File: src/rtl/mdr_pkg.sv
// ============================================================================
// Module      : mdr_pkg
// Description : Shared constants and helpers for the memory data register
//               buffer (default sizes, count width, handshake fire).
// Revision    : 1.0 - initial release
// ============================================================================
`default_nettype none

package mdr_pkg;

    localparam int c_DEF_DATA_W = 16;
    localparam int c_DEF_DEPTH  = 4;

    // Occupancy must be able to represent DEPTH itself, hence DEPTH+1 states.
    function automatic int cnt_width(input int depth);
        return $clog2(depth + 1);
    endfunction

    function automatic logic fire(input logic valid, input logic ready);
        return valid && ready;
    endfunction

endpackage

`default_nettype wire

File: src/rtl/mdr_buffer_if.sv
// ============================================================================
// Module      : mdr_buffer_if
// Description : Bus-side and memory-side valid/ready handshake bundle for
//               mdr_buffer. slave = buffer view, master = environment view.
// Revision    : 1.0 - initial release
// ============================================================================
`default_nettype none

interface mdr_buffer_if
    import mdr_pkg::*;
#(
    parameter int DATA_W = c_DEF_DATA_W
);

    logic [DATA_W-1:0] bus_wr_data;
    logic              bus_wr_valid;
    logic              bus_wr_ready;
    logic [DATA_W-1:0] mem_wr_data;
    logic              mem_wr_valid;
    logic              mem_wr_ready;
    logic [DATA_W-1:0] mem_rd_data;
    logic              mem_rd_valid;
    logic              mem_rd_ready;
    logic [DATA_W-1:0] bus_rd_data;
    logic              bus_rd_valid;
    logic              bus_rd_ready;

    modport slave (
        input  bus_wr_data, bus_wr_valid,
        output bus_wr_ready,
        output mem_wr_data, mem_wr_valid,
        input  mem_wr_ready,
        input  mem_rd_data, mem_rd_valid,
        output mem_rd_ready,
        output bus_rd_data, bus_rd_valid,
        input  bus_rd_ready
    );

    modport master (
        output bus_wr_data, bus_wr_valid,
        input  bus_wr_ready,
        input  mem_wr_data, mem_wr_valid,
        output mem_wr_ready,
        output mem_rd_data, mem_rd_valid,
        input  mem_rd_ready,
        input  bus_rd_data, bus_rd_valid,
        output bus_rd_ready
    );

endinterface

`default_nettype wire

File: src/rtl/mdr_fifo_core.sv
// ============================================================================
// Module      : mdr_fifo_core
// Description : DEPTH-entry first-word-fall-through FIFO with valid/ready on
//               both sides, synchronous flush and async active-low reset.
// Revision    : 1.0 - initial release
// ============================================================================
`default_nettype none

module mdr_fifo_core
    import mdr_pkg::*;
#(
    parameter  int DATA_W = c_DEF_DATA_W,
    parameter  int DEPTH  = c_DEF_DEPTH,
    localparam int CNT_W  = cnt_width(DEPTH)
) (
    input  wire logic              clock,
    input  wire logic              reset,
    input  wire logic              flush,
    input  wire logic [DATA_W-1:0] in_data,
    input  wire logic              in_valid,
    output      logic              in_ready,
    output      logic [DATA_W-1:0] out_data,
    output      logic              out_valid,
    input  wire logic              out_ready,
    output      logic [CNT_W-1:0]  count
);

    localparam int               c_PTR_W = $clog2(DEPTH);
    localparam logic [CNT_W-1:0] c_FULL  = CNT_W'(DEPTH);

    logic [DATA_W-1:0]  r_mem [DEPTH];
    logic [c_PTR_W-1:0] r_wr_ptr;
    logic [c_PTR_W-1:0] r_rd_ptr;
    logic [CNT_W-1:0]   r_count;
    logic               w_push;
    logic               w_pop;

    // Ready/valid come only from the registered count, never from the peer.
    assign in_ready  = (r_count != c_FULL);
    assign out_valid = (r_count != '0);
    assign out_data  = r_mem[r_rd_ptr];
    assign count     = r_count;

    assign w_push = fire(in_valid, in_ready);
    assign w_pop  = fire(out_valid, out_ready);

    always_ff @(posedge clock or negedge reset) begin
        if (!reset) begin
            r_wr_ptr <= '0;
            r_rd_ptr <= '0;
            r_count  <= '0;
        end else if (flush) begin
            r_wr_ptr <= '0;
            r_rd_ptr <= '0;
            r_count  <= '0;
        end else begin
            if (w_push) r_wr_ptr <= r_wr_ptr + c_PTR_W'(1);
            if (w_pop)  r_rd_ptr <= r_rd_ptr + c_PTR_W'(1);
            case ({w_push, w_pop})
                2'b10:   r_count <= r_count + CNT_W'(1);
                2'b01:   r_count <= r_count - CNT_W'(1);
                default: r_count <= r_count;
            endcase
        end
    end

    // Storage carries no reset; only pointers and count define contents.
    always_ff @(posedge clock) begin
        if (w_push && !flush) r_mem[r_wr_ptr] <= in_data;
    end

endmodule

`default_nettype wire

File: src/rtl/mdr_buffer.sv
// ============================================================================
// Module      : mdr_buffer
// Description : Dual FIFO memory data register (write path bus->memory, read
//               path memory->bus). Define MDR_TRISTATE_EN to float idle data.
// Revision    : 1.0 - initial release
// ============================================================================
`default_nettype none

module mdr_buffer
    import mdr_pkg::*;
#(
    parameter  int DATA_W = c_DEF_DATA_W,
    parameter  int DEPTH  = c_DEF_DEPTH,
    localparam int CNT_W  = cnt_width(DEPTH)
) (
    input  wire logic       clock,
    input  wire logic       reset,
    input  wire logic       flush,
    mdr_buffer_if.slave     io,
    output      logic [CNT_W-1:0] wr_count,
    output      logic [CNT_W-1:0] rd_count
);

    logic [DATA_W-1:0] w_wr_head;
    logic [DATA_W-1:0] w_rd_head;
    logic              w_wr_valid;
    logic              w_rd_valid;

    mdr_fifo_core #(
        .DATA_W (DATA_W),
        .DEPTH  (DEPTH)
    ) u_wr_path (
        .clock     (clock),
        .reset     (reset),
        .flush     (flush),
        .in_data   (io.bus_wr_data),
        .in_valid  (io.bus_wr_valid),
        .in_ready  (io.bus_wr_ready),
        .out_data  (w_wr_head),
        .out_valid (w_wr_valid),
        .out_ready (io.mem_wr_ready),
        .count     (wr_count)
    );

    mdr_fifo_core #(
        .DATA_W (DATA_W),
        .DEPTH  (DEPTH)
    ) u_rd_path (
        .clock     (clock),
        .reset     (reset),
        .flush     (flush),
        .in_data   (io.mem_rd_data),
        .in_valid  (io.mem_rd_valid),
        .in_ready  (io.mem_rd_ready),
        .out_data  (w_rd_head),
        .out_valid (w_rd_valid),
        .out_ready (io.bus_rd_ready),
        .count     (rd_count)
    );

    assign io.mem_wr_valid = w_wr_valid;
    assign io.bus_rd_valid = w_rd_valid;

    // Unreset storage must never leak onto the ports while a path is empty.
`ifdef MDR_TRISTATE_EN
    assign io.mem_wr_data = w_wr_valid ? w_wr_head : {DATA_W{1'bz}};
    assign io.bus_rd_data = w_rd_valid ? w_rd_head : {DATA_W{1'bz}};
`else
    assign io.mem_wr_data = w_wr_valid ? w_wr_head : '0;
    assign io.bus_rd_data = w_rd_valid ? w_rd_head : '0;
`endif

endmodule

`default_nettype wire
File: src/flat_wrapper.sv
// flat-port wrapper written by rule: the top's interface ports become plain ports
module mdr_buffer_flat import mdr_pkg::*;
#(
    parameter  int DATA_W = c_DEF_DATA_W,
    parameter  int DEPTH  = c_DEF_DEPTH,
    localparam int CNT_W  = cnt_width(DEPTH)
)
  (clock, reset, flush, wr_count, rd_count, io_bus_wr_data, io_bus_wr_valid, io_bus_wr_ready, io_mem_wr_data, io_mem_wr_valid, io_mem_wr_ready, io_mem_rd_data, io_mem_rd_valid, io_mem_rd_ready, io_bus_rd_data, io_bus_rd_valid, io_bus_rd_ready);
  mdr_buffer_if #(.DATA_W(DATA_W)) io_i ();
  input  wire logic clock;
  input  wire logic reset;
  input  wire logic flush;
  output      logic [CNT_W-1:0] wr_count;
  output      logic [CNT_W-1:0] rd_count;
  input wire logic [$bits(io_i.bus_wr_data)-1:0] io_bus_wr_data;
  input wire logic [$bits(io_i.bus_wr_valid)-1:0] io_bus_wr_valid;
  output wire logic [$bits(io_i.bus_wr_ready)-1:0] io_bus_wr_ready;
  output wire logic [$bits(io_i.mem_wr_data)-1:0] io_mem_wr_data;
  output wire logic [$bits(io_i.mem_wr_valid)-1:0] io_mem_wr_valid;
  input wire logic [$bits(io_i.mem_wr_ready)-1:0] io_mem_wr_ready;
  input wire logic [$bits(io_i.mem_rd_data)-1:0] io_mem_rd_data;
  input wire logic [$bits(io_i.mem_rd_valid)-1:0] io_mem_rd_valid;
  output wire logic [$bits(io_i.mem_rd_ready)-1:0] io_mem_rd_ready;
  output wire logic [$bits(io_i.bus_rd_data)-1:0] io_bus_rd_data;
  output wire logic [$bits(io_i.bus_rd_valid)-1:0] io_bus_rd_valid;
  input wire logic [$bits(io_i.bus_rd_ready)-1:0] io_bus_rd_ready;
  assign io_i.bus_wr_data = io_bus_wr_data;
  assign io_i.bus_wr_valid = io_bus_wr_valid;
  assign io_bus_wr_ready = io_i.bus_wr_ready;
  assign io_mem_wr_data = io_i.mem_wr_data;
  assign io_mem_wr_valid = io_i.mem_wr_valid;
  assign io_i.mem_wr_ready = io_mem_wr_ready;
  assign io_i.mem_rd_data = io_mem_rd_data;
  assign io_i.mem_rd_valid = io_mem_rd_valid;
  assign io_mem_rd_ready = io_i.mem_rd_ready;
  assign io_bus_rd_data = io_i.bus_rd_data;
  assign io_bus_rd_valid = io_i.bus_rd_valid;
  assign io_i.bus_rd_ready = io_bus_rd_ready;
  mdr_buffer #(.DATA_W(DATA_W), .DEPTH(DEPTH)) u_core (.clock(clock), .reset(reset), .flush(flush), .io(io_i), .wr_count(wr_count), .rd_count(rd_count));
endmodule
File: config.mk
export PLATFORM = sky130hd
export DESIGN_NAME = mdr_buffer_flat
export DESIGN_NICKNAME = d
export VERILOG_FILES = /design/src/rtl/mdr_pkg.sv /design/src/rtl/mdr_buffer_if.sv /design/src/rtl/mdr_fifo_core.sv /design/src/rtl/mdr_buffer.sv /design/src/flat_wrapper.sv
export SDC_FILE = /design/constraint.sdc
export NUM_CORES = 1
export LEC_CHECK = 0
export CORE_MARGIN = 5
export CORE_UTILIZATION = 55
export DETAILED_ROUTE_END_ITERATION = 7
export GPL_TIMING_DRIVEN = 0
export PLACE_DENSITY = 0.89
export SYNTH_ARGS = -nofsm -noshare
export SYNTH_HDL_FRONTEND = slang
export SYNTH_HIERARCHICAL = 1
export SYNTH_SLANG_ARGS = --single-unit
export TNS_END_PERCENT = 50
File: constraint.sdc
create_clock -name clock -period 2.6 [get_ports clock]
set_clock_uncertainty 0.1 [all_clocks]
set_input_delay 0.52 -clock clock [delete_from_list [all_inputs] [get_ports clock]]
set_output_delay 0.52 -clock clock [all_outputs]
set_load 0.02 [all_outputs]
# == Yosys cells after proc, flatten, opt, wreduce, memory -nomap -nowiden ==
# Memory sizes are Yosys's and may differ from the RTL's.
# Index checks and enable logic that the tools add are counted.
# classes
add_sub_neg,8
eq_ne,6
n_mux,18
n_reduce_logical,15
# op_table
operator,count
16-bit two-way mux,2
2-bit two-way mux,8
3-bit case mux with 2 select lines,2
3-bit nonzero test,4
"2-bit by 1-bit adder with 2-bit output, second input constant",4
2-bit nonzero test,4
"3-bit by 1-bit adder with 3-bit output, second input constant",2
1-bit logical AND,6
3-bit two-way mux,2
"3-bit inequality test, second input constant",2
"3-bit by 1-bit subtractor with 3-bit output, second input constant",2
"2-bit by 1-bit equality test with 1-bit output, second input constant",2
"2-bit equality test, second input constant",2
1-bit two-way mux,4
1-bit logical NOT,1
# word_totals
ff_bits,14
ramBits,128
inputBits,39
n_memories,2
# mem_list
memory,words,width,read_ports,rd_clocked_by_memory_dff,wr,line,text
u_core.u_rd_path.r_mem,4,16,1,0,1,mdr_fifo_core.sv:31,logic [DATA_W-1:0] r_mem [DEPTH];
u_core.u_wr_path.r_mem,4,16,1,0,1,mdr_fifo_core.sv:31,

# == Depth between registers and ports, before layout ==
# logic_depth
word_depth,5
mapped_depth,8
depth_no_buf,8

# == Cells and area by module ==
# The synthesis kept the hierarchy.
# by_module_without_submodules
mod,instances,cells_each,area_per_inst_um2,seq_area_each_um2
mdr_fifo_core at u_core.u_wr_path,1,151,2951.6,2097.0
mdr_fifo_core at u_core.u_rd_path,1,147,2869.0,2097.0
mdr_buffer,1,34,255.2,0.0

# == Least setup slack after synthesis ==
# OpenSTA, ideal clock, no wires.
# synth_path
path_type,register to register
start,"reg u_core.u_rd_path.r_count[1], in the netlist u_core/u_rd_path/count[1]"
end,"reg u_core.u_rd_path.r_count[1], in the netlist u_core/u_rd_path/count[1]"
t_arrival_ps,2202
required_time_ps,2414
path_slack_ps,212
stages_incl_launch_ff,8
path_buffers,0
period_less_slack_ps,2388
cell_sequence,dfrtp_1 or3_2 nand2_1 a21oi_1 fa_1 o311a_1 a21oi_1 nor3_1
# synth_via
elab_chain_len,5
# synth_rtl
element,line,text
from (decl),mdr_fifo_core.sv:34,logic [CNT_W-1:0] r_count;
from (signal assigned),mdr_fifo_core.sv:60,2'b10: r_count <= r_count + CNT_W'(1);
from (signal assigned),mdr_fifo_core.sv:61,2'b01: r_count <= r_count - CNT_W'(1);
from (signal assigned),mdr_fifo_core.sv:62,default: r_count <= r_count;
3-bit nonzero test (*),mdr_fifo_core.sv:40,assign out_valid = (r_count != '0);
net io_bus_rd_valid,flat_wrapper.sv:25,output wire logic [$bits(io_i.bus_rd_valid)-1:0] io_bus_rd_valid;
1-bit logical AND (*),mdr_pkg.sv:20,return valid && ready;
2-bit by 1-bit equality test with 1-bit output / 2-bit equality test (equally long branches),mdr_fifo_core.sv:59,"case ({w_push, w_pop})"
3-bit case mux with 2 select lines,mdr_fifo_core.sv:59,
3-bit two-way mux,mdr_fifo_core.sv:52,end else if (flush) begin
# The timed path passes the listed nets; every way through them passes the cells marked *.
# A chain may end at the register's enable or synchronous reset.

# == Final worst setup path ==
# layout_path
start,reg u_core.u_wr_path.r_rd_ptr[0]
end,out io_mem_wr_data[3]
# layout_via
elab_chain_len,2
# layout_rtl
element,line,text
from (decl),mdr_fifo_core.sv:33,logic [c_PTR_W-1:0] r_rd_ptr;
from (signal assigned),mdr_fifo_core.sv:58,if (w_pop) r_rd_ptr <= r_rd_ptr + c_PTR_W'(1);
memory 4 x 16 bit,n/a,
net u_core.w_wr_head[3],mdr_buffer.sv:24,logic [DATA_W-1:0] w_wr_head;
16-bit two-way mux,mdr_buffer.sv:69,assign io.mem_wr_data = w_wr_valid ? w_wr_head : '0;
to (decl),flat_wrapper.sv:18,output wire logic [$bits(io_i.mem_wr_data)-1:0] io_mem_wr_data;
# The timed path passes the listed nets, and every way through them passes these cells.

==> results.cfg <==
[synthesis]
yosys-top-cells-area = edfxtp_1 63%, mux4_2 9.3%, dfrtp_1 5.8%
seq_area_frac_synth_pct = 69.03
syn_inst = 332
synth_nets = 381
synth_edf_count = 128
syn-cell-area_um2 = 6076
synth_cell_types = 45
synth.top_cell.area_share_pct = 63.26
synth_flop_cell = edfxtp_1
avgSynthCellArea_um2 = 18.30
ys_warn_count = 6
yosysMostFrequentCell = edfxtp_1
yosys-top-cells-count = 128 x edfxtp_1, 30 x and2_2, 25 x mux4_2
synthArstFlopShare_pct = 9.859
synth-seq-cells = 142
yosysTopAreaCell = edfxtp_1

[detailed_routing]
firstDrtPassIters = 5
post_drt_wl_per_cell_um = 22.47
drt-total-wl_mm = 13.62
drt_iter0_drc = 280
viasPerCell = 5.767
vias = 3495
postRouteAntennaNets = 0
drc = 0

[floorplanning]
num_rows = 38
core_area_um2 = 10840
dieHeight_um = 115.1
ios = 81
die_w_um = 115.1
die_area_um2 = 13250
initial_core_util_pct = 56.05

[power_and_ir_drop]
internal_power_mw = 4.960
power.net_switching_mw = 1.794
ir_drop_mv = 0.5335
p_leak_nw = 2.820
swShare_pct = 26.56
combinationalPowerShare_pct = 26.9
p_clk_share_pct = 33.5
power_frac_seq_pct = 39.5
power.density_nw_per_um2 = 851.5

[worst_setup_path]
reg2reg_depth = 8
cp.required_ps = 1980
cp_max_fo = 5
r2r-start = u_core/u_rd_path/count[1]
crit_type = flip-flop to output port
start_kind = flip-flop
end_kind = output port
critical_path_arrival_ps = 2020
setup.worst_path.start = u_core/u_wr_path/r_rd_ptr[0]

[clock_tree]
cts_tree = done
htree_levels = 4
clk_latency_ps = 500
cts_root_buf = clkbuf_8
clock_path_buffers = 2
path_clk_slew_ps = 60
clkSinkCount = 142
cts_buffers = 17

[global_route]
grt_max_degree = 17
grt_usage_pct = 21.50
grt.overflow.total = 0
grt_pass1_wl_mm = 20.71
antenna_found_initial = 0
grt_pass1_vias = 3721

[sta]
finalSetupViolCount = 2
rsz0062_at_grt = true
min_period_ps = 2639
setup_slack_ps = -39.13
post-route-period-util_pct = 101.5
hold_viol = 0
tns_ps = -45.84
max_freq_mhz = 378.9
drv_slew = 0
worst_slew_pin_slew_ps = 922.7
relSlewSlack_pct = 38.49
holdWs_ps = 79.14

[place]
gp_routability_congestion = 0.8182
dp_hpwl_mm = 7.733
dp_slack_ps = -338.8
portBuffers = 79
dp_cells = 551

[final_layout]
diodes = 0
final_layout_size_suffix_gt1_share_pct = 38.84
nets = 502
final_cells = 606
fin_util_pct = 73.16
syn2layout_area_growth_pct = 30.54

[run]
maxCapViolations = 0

[outcome]
status = complete, but fails checks
failed_checks = negative setup slack

[min_path]
min_from = flush
min_path_type = primary input to flip-flop
hold_depth = 2
## sequential cells by signal (all words and copies together), names as in the netlist
signal / flops
u_core/u_rd_path/count: 3
u_core/u_wr_path/r_rd_ptr: 2
u_core/u_rd_path/r_mem: 64
u_core/u_rd_path/r_rd_ptr: 2
u_core/u_rd_path/r_wr_ptr: 2
u_core/u_wr_path/r_wr_ptr: 2
u_core/u_wr_path/r_mem: 64
u_core/u_wr_path/count: 3
## power groups by stage
| stage | clock, mW | combinational [mW] | sequential (mW) |
|---|---|---|---|
| floorplan | 0 | 0.867 | 2.70 |
| global placement | 0 | 1.40 | 2.69 |
| detailed placement | 0 | 1.44 | 2.70 |
| CTS | 2.29 | 1.64 | 2.67 |
| global route | 2.44 | 1.93 | 2.68 |
| finish | 2.27 | 1.82 | 2.67 |
## through the flow
| step | instance area (um2) | total power, mW |
|---|---|---|
| after global routing | 7931 | 7.045 |
| after CTS | 7796 | 6.603 |
| after floorplan | 6076 | 3.570 |
| after detailed placement | 7042 | 4.141 |
| after global placement | 7042 | 4.089 |
| final | 7931 | 6.753 |
## final cells by class
cell class | count | area (um2)
Clock buffer | 20 | 425.4
Timing Repair Buffer | 102 | 1042
Sequential cell | 142 | 4199
Tap cell | 140 | 175.2
Inverter | 7 | 26.28
Clock inverter | 12 | 138.9
Buffer | 18 | 192.7
Multi-Input combinational cell | 165 | 1732
Fill cell | 620 | 2909
## final timing paths
| path | end | slack [ps] |
|---|---|---|
| max | io_mem_wr_data[3] | -40 |
| min | u_core/u_rd_path/r_rd_ptr[1] | 80 |
| max reg2reg | u_core/u_rd_path/count[1] | 230 |
| min reg2reg | u_core/u_rd_path/r_wr_ptr[1] | 490 |
| max in group asynchronous | u_core/u_rd_path/count[0] | 1580 |
| min in group asynchronous | u_core/u_wr_path/count[0] | 330 |
## routing by layer
metal  track usage (%)  share of wire (%)  vias up  routed length, um
li1                  -                  -     1535                  -
met1             26.05                 37     1775               5083
met2             37.27                 53      154               7223
met3             5.579                6.5       31                889
met4             7.981                3.1        0                419
met5                 0                  0        -                  0
## cell usage in the layout (no fill, tap or decap), types with 8 or more instances in the layout
master,netlist,layout
clkbuf_16,0,17
buf_4,5,20
buf_2,7,8
mux4_2,25,31
dfrtp_1,14,10
clkdlybuf4s50_1,0,43
nor2_1,10,10
and2_4,0,27
edfxtp_1,128,128
buf_6,4,36
ha_1,8,8
and2_2,30,8
a21oi_1,10,10
## repair_timing
action                     in CTS  in global routing
buffers inserted               14                  5
resized for setup             201                 44
hold buffers                    0                  0
pin swaps                      11                 14
setup endpoints to repair      36                 32
gates cloned                    4                  1
## worst max-delay path, cell delays in order (launching register included)
cell and delay (ps):
dfrtp_1 390, buf_6 180, mux4_1 580, and2_2 210, buf_2 160
## kinds of logic (layout without fill, tap and decap cells)
family	count (synthesis)	in the layout	synth area share, %
DFF	142	142	69.03
and+or+nand+nor	87	88	9.246
muxes	32	32	12.29
AOI/OAI and AO/OA	28	28	3.027
buffers and inverters	26	159	3.089
adders and majority gates	10	10	2.307
xor gates and xnor gates	7	7	1.009
Power figures use the tool's default switching activity.
